### config.mk
export PLATFORM = sky130hd
export DESIGN_NAME = fifo_word_packer_flat
export DESIGN_NICKNAME = d
export VERILOG_FILES = /design/src/rtl/fifo_word_packer_if.sv /design/src/rtl/fifo_word_packer.sv /design/src/flat_wrapper.sv
export SDC_FILE = /design/constraint.sdc
export NUM_CORES = 1
export LEC_CHECK = 0
export ABC_AREA = 1
export BUFFER_PORTS_ARGS = -buffer_cell sky130_fd_sc_hd__buf_4
export CORE_MARGIN = 4
export CORE_UTILIZATION = 59
export DETAILED_ROUTE_END_ITERATION = 8
export PLACE_DENSITY = 0.83
export SYNTH_ARGS = -nofsm -noshare
export SYNTH_HDL_FRONTEND = slang
export SYNTH_SLANG_ARGS = --single-unit
### constraint.sdc
create_clock -name clk_i -period 3.8 [get_ports clk_i]
set_input_delay 0.57 -clock clk_i [delete_from_list [all_inputs] [get_ports clk_i]]
set_output_delay 0.57 -clock clk_i [all_outputs]
set_load 0.1 [all_outputs]
### src/rtl/fifo_word_packer_if.sv
// Bundles the fifo-read side, the flush request and the packed output beat.
interface fifo_word_packer_if #(
    parameter int unsigned DWIDTH = 4,
    parameter int unsigned PACK   = 4
);
    localparam int unsigned CW = $clog2(PACK + 1);

    logic [DWIDTH-1:0]      fifo_q_i;
    logic                   fifo_empty_i;
    logic                   fifo_rdreq_o;
    logic                   flush_i;
    logic [DWIDTH*PACK-1:0] data_o;
    logic [CW-1:0]          words_o;
    logic                   valid_o;
    logic                   ready_i;

    // Packer side
    modport slave (
        input  fifo_q_i, fifo_empty_i, flush_i, ready_i,
        output fifo_rdreq_o, data_o, words_o, valid_o
    );

    // Fifo / downstream / control side
    modport master (
        output fifo_q_i, fifo_empty_i, flush_i, ready_i,
        input  fifo_rdreq_o, data_o, words_o, valid_o
    );
endinterface

### src/rtl/fifo_word_packer.sv
// Pops words from a showahead fifo and packs PACK of them into one output beat.
module fifo_word_packer #(
    parameter int unsigned DWIDTH = 4,
    parameter int unsigned PACK   = 4
) (
    input  logic               clk_i,
    input  logic               srst_i,
    fifo_word_packer_if.slave  bus
);
    localparam int unsigned CW = $clog2(PACK + 1);
    localparam int unsigned AW = DWIDTH * (PACK - 1);
    localparam int unsigned BW = DWIDTH * PACK;
    localparam logic [CW-1:0] LAST = CW'(PACK - 1);
    localparam logic [CW-1:0] FULL = CW'(PACK);

    logic [CW-1:0] cnt_q, cnt_d;
    logic [AW-1:0] acc_q, acc_d;
    logic [BW-1:0] data_q, data_d;
    logic [CW-1:0] words_q, words_d;
    logic          valid_q, valid_d;
    logic          flush_pend_q, flush_pend_d;

    logic          out_free;
    logic          last_lane;
    logic          rdreq;
    logic          flush_req;
    logic [CW-1:0] fill;

    // Pop decision and lanes filled after this cycle's pop
    always_comb begin
        out_free  = !valid_q || bus.ready_i;
        last_lane = (cnt_q == LAST);
        rdreq     = !srst_i && !bus.fifo_empty_i && !flush_pend_q && !(last_lane && !out_free);
        flush_req = bus.flush_i || flush_pend_q;
        fill      = cnt_q + CW'(rdreq && !last_lane);
    end

    // Accumulate lanes, load full or flushed partial beats, retire consumed beats
    always_comb begin
        cnt_d        = cnt_q;
        acc_d        = acc_q;
        data_d       = data_q;
        words_d      = words_q;
        valid_d      = valid_q;
        flush_pend_d = flush_pend_q;

        if (valid_q && bus.ready_i) begin
            valid_d = 1'b0;
        end

        if (rdreq && !last_lane) begin
            acc_d[int'(cnt_q) * DWIDTH +: DWIDTH] = bus.fifo_q_i;
            cnt_d = cnt_q + CW'(1);
        end

        if (rdreq && last_lane) begin
            // Completing a full beat also satisfies any flush in this cycle
            data_d       = {bus.fifo_q_i, acc_q};
            words_d      = FULL;
            valid_d      = 1'b1;
            cnt_d        = '0;
            acc_d        = '0;
            flush_pend_d = 1'b0;
        end else if (flush_req) begin
            if (fill == '0) begin
                flush_pend_d = 1'b0;
            end else if (out_free) begin
                data_d       = BW'(acc_d);
                words_d      = fill;
                valid_d      = 1'b1;
                cnt_d        = '0;
                acc_d        = '0;
                flush_pend_d = 1'b0;
            end else begin
                flush_pend_d = 1'b1;
            end
        end
    end

    // State registers with synchronous reset
    always_ff @(posedge clk_i) begin
        if (srst_i) begin
            cnt_q        <= '0;
            acc_q        <= '0;
            data_q       <= '0;
            words_q      <= '0;
            valid_q      <= 1'b0;
            flush_pend_q <= 1'b0;
        end else begin
            cnt_q        <= cnt_d;
            acc_q        <= acc_d;
            data_q       <= data_d;
            words_q      <= words_d;
            valid_q      <= valid_d;
            flush_pend_q <= flush_pend_d;
        end
    end

    assign bus.fifo_rdreq_o = rdreq;
    assign bus.data_o       = data_q;
    assign bus.words_o      = words_q;
    assign bus.valid_o      = valid_q;

endmodule

### src/flat_wrapper.sv
// flat-port wrapper written by rule: the top's interface ports become plain ports
module fifo_word_packer_flat 
#(
    parameter int unsigned DWIDTH = 4,
    parameter int unsigned PACK   = 4
)
  (clk_i, srst_i, bus_fifo_q_i, bus_fifo_empty_i, bus_flush_i, bus_ready_i, bus_fifo_rdreq_o, bus_data_o, bus_words_o, bus_valid_o);
  fifo_word_packer_if #(.DWIDTH(DWIDTH), .PACK(PACK)) bus_i ();
  input  logic clk_i;
  input  logic srst_i;
  input wire logic [$bits(bus_i.fifo_q_i)-1:0] bus_fifo_q_i;
  input wire logic [$bits(bus_i.fifo_empty_i)-1:0] bus_fifo_empty_i;
  input wire logic [$bits(bus_i.flush_i)-1:0] bus_flush_i;
  input wire logic [$bits(bus_i.ready_i)-1:0] bus_ready_i;
  output wire logic [$bits(bus_i.fifo_rdreq_o)-1:0] bus_fifo_rdreq_o;
  output wire logic [$bits(bus_i.data_o)-1:0] bus_data_o;
  output wire logic [$bits(bus_i.words_o)-1:0] bus_words_o;
  output wire logic [$bits(bus_i.valid_o)-1:0] bus_valid_o;
  assign bus_i.fifo_q_i = bus_fifo_q_i;
  assign bus_i.fifo_empty_i = bus_fifo_empty_i;
  assign bus_i.flush_i = bus_flush_i;
  assign bus_i.ready_i = bus_ready_i;
  assign bus_fifo_rdreq_o = bus_i.fifo_rdreq_o;
  assign bus_data_o = bus_i.data_o;
  assign bus_words_o = bus_i.words_o;
  assign bus_valid_o = bus_i.valid_o;
  fifo_word_packer #(.DWIDTH(DWIDTH), .PACK(PACK)) u_core (.clk_i(clk_i), .srst_i(srst_i), .bus(bus_i));
endmodule
; ---- Word level (Yosys, flattened, before mapping)
; Cells that the tools add are included.
[totals]
reg_bits = 36
[classes]
n_shift = 2
add_sub_neg = 3
muxes = 24
reduce_logical = 22
eq_ne = 2
bitwise_logic = 1
[op_table]
columns = op, count
row1 = $mux W16, 4
row2 = $mux W12, 4
row3 = $neg A5 Y34, 1
row4 = $shift A4 B34 Y12 const A, 1
row5 = $shiftx A4 B34 Y12, 1
row6 = $mux W3, 8
row7 = $bwmux W12, 1
row8 = $logic_and A1 B1 Y1, 7
row9 = $logic_not A1 Y1, 7
row10 = $mux W1, 7
row11 = $reduce_and A3 Y1, 2
row12 = $reduce_bool A2 Y1, 2
row13 = $add A3 B1 Y3, 1
row14 = $add A3 B1 Y3 const B, 1
row15 = $eq A3 B2 Y1 const B, 1
row16 = $logic_not A3 Y1, 1
row17 = $logic_or A1 B1 Y1, 2
row18 = $ne A2 B1 Y1 const B, 1
row19 = $reduce_or A2 Y1, 1
row20 = $not A1 Y1, 1

; ---- Longest topological paths before layout
; Gate-level depths: netlist of run 1.
[depth]
ltp_word = 12
mapped_depth = 16
depth_no_buf = 15

; ---- Worst setup path before layout of run 1
; No wires, ideal clock.
[synth_path]
path_type = reg2out
start = register u_core.valid_q (netlist: u_core.bus.valid_o)
end = output port bus_fifo_rdreq_o
required_ns = 3.230
slack_ns = 0.756
stages_incl_launch_ff = 4
arrival_time_ns = 2.474
path_cell_list = dfxtp_1 -> nand2_2 -> inv_1 -> a21oi_1
[synth_between]
elab_chain_len = 6
[synth_rtl]
columns = element, line
row1 = "start, declared", fifo_word_packer.sv:20  ; logic valid_q, valid_d;
row2 = "start signal, assigned", fifo_word_packer.sv:94  ; valid_q <= valid_d;
row3 = $logic_not A1 Y1, fifo_word_packer.sv:31  ; out_free = !valid_q || bus.ready_i;
row4 = $logic_or A1 B1 Y1, fifo_word_packer.sv:31
row5 = $logic_not A1 Y1, fifo_word_packer.sv:33  ; rdreq = !srst_i && !bus.fifo_empty_i && !flush_pend_q && !(last_lane && !out_free);
row6 = $logic_and A1 B1 Y1, fifo_word_packer.sv:33
row7 = $logic_not A1 Y1, fifo_word_packer.sv:33
row8 = $logic_and A1 B1 Y1, fifo_word_packer.sv:33
row9 = "end, declared", flat_wrapper.sv:15  ; output wire logic [$bits(bus_i.fifo_rdreq_o)-1:0] bus_fifo_rdreq_o;
; No other way between the ends.

; ---- Worst setup path in the final report of run 1
[layout_path]
start = register u_core.cnt_q[0]
end = register u_core.acc_q[10]
[layout_between]
elab_chain_len = 9
elab_cells_between_ends = 18
cone_classes = add/sub (2) / eq/ne (1) / shift (2) / mux (5) / reduce/logical (8)
[layout_rtl]
columns = element, line
row1 = "start, declared", fifo_word_packer.sv:16  ; logic [CW-1:0] cnt_q, cnt_d;
row2 = "start signal, assigned", fifo_word_packer.sv:90  ; cnt_q <= cnt_d;
row3 = $eq A3 B2 Y1, fifo_word_packer.sv:32  ; last_lane = (cnt_q == LAST);
row4 = $logic_and A1 B1 Y1, fifo_word_packer.sv:33
row5 = $logic_not A1 Y1, fifo_word_packer.sv:33
row6 = $logic_and A1 B1 Y1, fifo_word_packer.sv:33
row7 = $logic_and A1 B1 Y1, fifo_word_packer.sv:35  ; fill = cnt_q + CW'(rdreq && !last_lane);
row8 = $add A3 B1 Y3 *, fifo_word_packer.sv:35
row9 = net u_core.fill[1], fifo_word_packer.sv:27  ; logic [CW-1:0] fill;
row10 = $logic_not A3 Y1 *, fifo_word_packer.sv:65  ; if (fill == '0) begin
row11 = $mux W12 *, fifo_word_packer.sv:65
row12 = $mux W12 *, fifo_word_packer.sv:64  ; end else if (flush_req) begin
row13 = "end signal, assigned", fifo_word_packer.sv:84  ; acc_q <= '0;
row14 = "end signal, assigned", fifo_word_packer.sv:91  ; acc_q <= acc_d;
row15 = "end, declared", fifo_word_packer.sv:17  ; logic [AW-1:0] acc_q, acc_d;
; Mark *: on every way through the listed nets, which the timed path passes. The rest lies on a longest branch.
; A chain may end at the register's enable or synchronous reset.

==> results_dict.tcl, run 1 <==
set metrics [dict create \
    status "complete, no violations" \
    syn_to_final_growth_pct 13.97 \
    die_h_um 62.55 \
    fin_crit_sh 0.7347 \
    synthDistinctLibCells 24 \
    first_global_vias 1307 \
    power_density_nw_per_um2 386.7 \
    fmax_mhz 358.2 \
    path_class "reg2reg" \
    start_util 0.6258 \
    clkLatencyLatePin_ns 0.35 \
    cts_made_buffers 5 \
    crit_arrival_ns 3.08 \
    core_um2 2805 \
    ys_warn_count 0 \
    htreeDepth 2 \
    setup_viol 0 \
    wl_met1_um 1663 \
    post-dp-hpwl_um 2496 \
    portBuffers 29 \
    crit_path_end_kind "register" \
    routed-wl-met3_um 167 \
    rr_endpoint "u_core.acc_q[10]" \
    ys_ff_latch 36 \
    critPathMaxFanout 17 \
    num_vias 1465 \
    final_cell_mix "nand2_1, dfxtp_1, buf_4, inv_1, nand3_1" \
    p_leak_nw 0.9098 \
    tightestPinTransition_ns 0.3860 \
    endpoint "u_core.acc_q[10]" \
    yosysTopAreaCellShare 0.4105 \
    synthTopCellsByArea "dfxtp_1, nand2_1, nand3_1" \
    routed_wl_um 3388 \
    wl_met2_um 1507 \
    p_total_mw 0.7737 \
    hold_viol 0 \
    finClkSkew_ns 0.01393 \
    grtUsageTotal 0.1863 \
    cts_tree "built" \
    report.final.slew_viol_count 0 \
    grt_start_max_net_pins 18 \
    ant_nets 0 \
    worstPathRequired_ns 4.09 \
    r2r_slack_ns 1.01 \
    synth_seq_area_share 0.4105 \
    viasPerCell 5.069 \
    seqCellArea_um2 720.7 \
    cts_setup_buffers 0 \
    r2r_cells 14 \
    post_layout_nonfiller_instances 289 \
    synth_area_um2 1755 \
    drt_iter0_drc 69 \
    ios 30 \
    fill_cells 236 \
    globalplace.congestion 0.8903 \
    drcViolationCount 0 \
    clockBufferDepth 2 \
    placed_cells 281 \
    crit_start "u_core.cnt_q[0]" \
    fin_nets 274 \
    slew_headroom 0.7423 \
    dr.max_layer_used "met4" \
    tns_ns 0 \
    final_common_cell "nand2_1" \
    antennaDiodeCount 0 \
    grt_setup_unrepaired "false" \
    synth_largest_area_cell "dfxtp_1" \
    hp-start "u_core.bus.words_o[1]" \
    cts_resized 0 \
    grt_pass1_wl_um 5858 \
    clockRootBuffer "clkbuf_4" \
    layout-drive-gt1-share 0.2171 \
    num_rows 19 \
    syn-num-nets 245 \
    synthCells 228 \
    post_drt_wl_per_cell_um 11.72 \
    cts_sinks 36 \
    antenna_found_initial 0 \
    overflow 0 \
    avgSynthCellArea_um2 7.699 \
    ir_worst_vdd_uv 281.6 \
    r2r-start "u_core.cnt_q[0]" \
    hold_buffers 0 \
    drt-pass1-iter-count 5 \
    multi_input_area_um2 850.8 \
    fp.dieW_um 62.55 \
    clk_pin_slew_worst_paths_ns 0.11 \
    period_minus_slack_ns 2.792 \
    max_cap_viol_count 0 \
    start_kind "register" \
    hold_class "reg2reg" \
    dieArea_um2 3912 \
]
## worst min path at each step
stage	to	cells past startpoint
after floorplan	u_core.acc_q[10]	2
after global placement	u_core.bus.data_o[8]	2
after detailed placement	u_core.bus.words_o[0]	2
after CTS	u_core.bus.words_o[0]	2
after global routing	u_core.bus.data_o[11]	2
final	u_core.bus.words_o[1]	2
## worst max-delay path, cell delays in order (launching register included)
cell,delay (ns)
dfxtp_1,0.57
ha_1,0.21
ha_1,0.22
inv_1,0.12
nand3_4,0.15
inv_6,0.06
ha_1,0.18
ha_1,0.29
nor2_1,0.12
nand3_2,0.13
nand2_4,0.11
nand2_4,0.14
inv_8,0.15
nand2_4,0.12
a21oi_1,0.14
## cell families after synthesis
family / after synthesis / share of synthesized area
AOI/OAI and AO/OA: 28 / 0.07983
and+or+nand+nor: 123 / 0.3478
DFF: 36 / 0.4105
buffers and inverters: 33 / 0.1048
adders and majority gates: 8 / 0.05702
## synth_stat cells
library cell	count
nand2_1	60
dfxtp_1	36
inv_1	22
nand3_1	21
a21oi_1	20
nor2_1	18
ha_1	8
o21ai_0	8
nor3_1	6
buf_6	4
nand2_2	4
nand2_4	4
nor2_4	4
inv_2	2
nand4_1	2
buf_2	1
buf_8	1
dlygate4sd1_1	1
inv_6	1
inv_8	1
nand3_2	1
nand3_4	1
nand4_4	1
nor2_2	1
## flip-flops by register name, summed over array words and instances (netlist names)
register / flops
u_core.bus.data_o: 16
u_core.cnt_q: 3
u_core.acc_q: 12
u_core.bus.words_o: 3
u_core.flush_pend_q: 1
u_core.bus.valid_o: 1
## metrics by stage
stage | cell area, µm² | utilization | hold WS, ns | setup WS [ns]
2_1_floorplan | 1755 | - | 0.4451 | 0.7564
6_report | 2001 | 0.7132 | 0.4670 | 1.008
3_3_place_gp | 1938 | 0.6909 | 0.4541 | 1.138
4_1_cts | 2001 | 0.7132 | 0.4710 | 1.002
3_5_place_dp | 1938 | 0.6909 | 0.4539 | 1.039
5_1_grt | 2001 | 0.7132 | 0.5015 | 0.7545
## metal layers
| metal | GRT usage | up-vias |
|---|---|---|
| met1 | 0.2380 | 649 |
| met3 | 0.06475 | 6 |
| li1 | - | 785 |
| met5 | 0 | - |
| met4 | 0.06612 | 0 |
| met2 | 0.2903 | 25 |
## cell type report
| cell class | count | share of cell area |
|---|---|---|
| multi-input combinational | 159 | 0.4253 |
| sequential | 36 | 0.3602 |
| timing repair buffer | 29 | 0.1088 |
| inverter | 26 | 0.05503 |
| clock buffer | 7 | 0.02752 |
| tap | 31 | 0.01939 |
| clock inverter | 1 | 0.003752 |
## power by group
part / internal, mW / total (mW) / switching, mW
registers: 0.388 / 0.395 / 0.00730
clock network: 0.0906 / 0.218 / 0.127
logic: 0.0419 / 0.161 / 0.119
total: 0.520 / 0.774 / 0.254
Power figures use the tool's default switching activity.
==> run 2: changes to the inputs <==
--- a/config.mk
+++ b/config.mk
@@ -8,9 +8,9 @@
 export ABC_AREA = 1
 export BUFFER_PORTS_ARGS = -buffer_cell sky130_fd_sc_hd__buf_4
 export CORE_MARGIN = 4
-export CORE_UTILIZATION = 59
+export CORE_UTILIZATION = 55
 export DETAILED_ROUTE_END_ITERATION = 8
-export PLACE_DENSITY = 0.83
+export PLACE_DENSITY = 0.78
 export SYNTH_ARGS = -nofsm -noshare
 export SYNTH_HDL_FRONTEND = slang
 export SYNTH_SLANG_ARGS = --single-unit
==> constraint.sdc (replaced) <==
create_clock -name clk_i -period 2.8 [get_ports clk_i]
set_input_delay 0.42 -clock clk_i [delete_from_list [all_inputs] [get_ports clk_i]]
set_output_delay 0.42 -clock clk_i [all_outputs]
set_load 0.1 [all_outputs]
==> run 2 against run 1 <==
  * Clock power grew 31%
  * Combinational power is 39% higher
  * Design area increased by 1.4%
  * Largest cell class unchanged
  * Utilization is 4.9 points lower
==> results_dict.tcl, run 2 (synthesized netlist as in run 1, its figures left out) <==
set metrics [dict create \
    antenna_found_initial 0 \
    cts_sinks 36 \
    die_h_um 64.50 \
    grt_pass1_wl_um 6044 \
    post_drt_wl_per_cell_um 11.62 \
    viasPerCell 4.987 \
    grt_setup_unrepaired "false" \
    max_cap_viol_count 0 \
    drt_iter0_drc 66 \
    portBuffers 29 \
    r2r-start "u_core.cnt_q[1]" \
    cts_setup_buffers 0 \
    hp-start "bus_ready_i" \
    syn_to_final_growth_pct 15.54 \
    hold_class "in2reg" \
    hold_buffers 0 \
    routed_wl_um 3520 \
    fin_crit_sh 0.9140 \
    path_class "reg2reg" \
    clk_pin_slew_worst_paths_ns 0.10 \
    clkLatencyLatePin_ns 0.33 \
    clockRootBuffer "clkbuf_4" \
    slew_headroom 0.8152 \
    antennaDiodeCount 0 \
    p_total_mw 1.043 \
    htreeDepth 2 \
    ios 30 \
    globalplace.congestion 0.8665 \
    fmax_mhz 390.8 \
    worstPathRequired_ns 3.06 \
    p_leak_nw 0.9150 \
    start_util 0.5750 \
    power_density_nw_per_um2 514.4 \
    r2r_slack_ns 0.24 \
    grt_start_max_net_pins 18 \
    largest_reg_flops 16 \
    final_common_cell "nand2_1" \
    min_to "u_core.flush_pend_q" \
    crit_path_end_kind "register" \
    setup_viol 0 \
    crit_arrival_ns 2.82 \
    finClkSkew_ns 0.004676 \
    clockBufferDepth 2 \
    final_cell_mix "nand2_1, dfxtp_1, buf_4, inv_1, nand3_1" \
    report.final.slew_viol_count 0 \
    num_rows 20 \
    tns_ns 0 \
    start_kind "register" \
    first_global_vias 1378 \
    ant_nets 0 \
    fin_nets 275 \
    core_um2 3053 \
    cts_made_buffers 5 \
    status "complete, no violations" \
    fp.dieW_um 64.50 \
    hold_viol 0 \
    num_vias 1511 \
    critPathMaxFanout 17 \
    overflow 0 \
    tightestPinTransition_ns 0.2795 \
    period_minus_slack_ns 2.559 \
    drcViolationCount 0 \
    post-dp-hpwl_um 2673 \
    drt-pass1-iter-count 4 \
    rr_endpoint "u_core.acc_q[9]" \
    grtUsageTotal 0.1832 \
    r2r_cells 14 \
    layout-drive-gt1-share 0.2278 \
    dieArea_um2 4160 \
    cts_tree "built" \
    whs_path_depth 4 \
    cts_resized 0 \
    ir_worst_vdd_uv 400.9 \
]
[run 2: cell types whose count changed in the layout (fill, tap and decap cells not counted)]
cell,change
buf_4,+1
dfxtp_2,+1
a21oi_2,+1
dfxtp_1,-1
clkbuf_1,+1
a21oi_1,-1
ha_2,+1
ha_1,-1
clkinvlp_4,-1
[run 2: worst max-delay path by stage]
| stage | startpoint | to | slack [ns] |
|---|---|---|---|
| 6_report | u_core.cnt_q[1] | u_core.acc_q[9] | 0.24 |
| 5_1_grt | u_core.cnt_q[1] | u_core.acc_q[8] | 0.03 |
| 4_1_cts | u_core.cnt_q[1] | u_core.acc_q[8] | 0.11 |
| 3_5_place_dp | u_core.cnt_q[1] | u_core.acc_q[8] | 0.13 |
| 3_3_place_gp | u_core.cnt_q[1] | u_core.acc_q[8] | 0.26 |
| 2_1_floorplan | u_core.cnt_q[1] | u_core.bus.data_o[10] | 0.42 |
[run 2: report_power, final]
| group | switching [mW] | internal (mW) | leakage (nW) | total (mW) |
|---|---|---|---|---|
| registers | 0.00867 | 0.526 | 0.292 | 0.535 |
| logic | 0.165 | 0.0580 | 0.591 | 0.223 |
| clock network | 0.161 | 0.124 | 0.0326 | 0.285 |
| total | 0.335 | 0.708 | 0.915 | 1.04 |
[run 2: layer usage]
metal	track usage	vias up	routed length (µm)
met4	0.04749	0	41
met1	0.2391	690	1654
met2	0.3041	26	1689
met5	0	-	0
met3	0.04333	7	134
li1	-	788	-
[run 2: per-stage QoR]
step                std cells  setup WS [ns]  hold slack (ns)  utilization  cell area [µm²]
finish                    303         0.2409           0.3887       0.6643             2028
global route              303        0.03360           0.3899       0.6643             2028
CTS                       303         0.1056           0.3763       0.6631             2024
detailed placement        295         0.1296           0.4477       0.6439             1966
global placement          295         0.2633           0.4541       0.6439             1966
floorplan                 228         0.4201           0.4451            -             1759
[run 2: final cells by class]
class	instances	area, µm²
fillers	284	1025
multi-input cells	159	857.1
flip-flops and latches	36	721.9
repair buffers	30	225.2
inverters	26	110.1
clock buffers	8	58.81
well taps	44	55.05
[run 2: critical path, cell delays in order, from the launching register on]
cell,delay [ns]
dfxtp_2,0.39
ha_1,0.18
ha_2,0.23
inv_1,0.10
nand3_4,0.15
inv_6,0.06
ha_1,0.18
ha_1,0.29
nor2_1,0.12
nand3_2,0.13
nand2_4,0.11
nand2_4,0.13
inv_8,0.15
nand2_4,0.13
a21oi_1,0.14
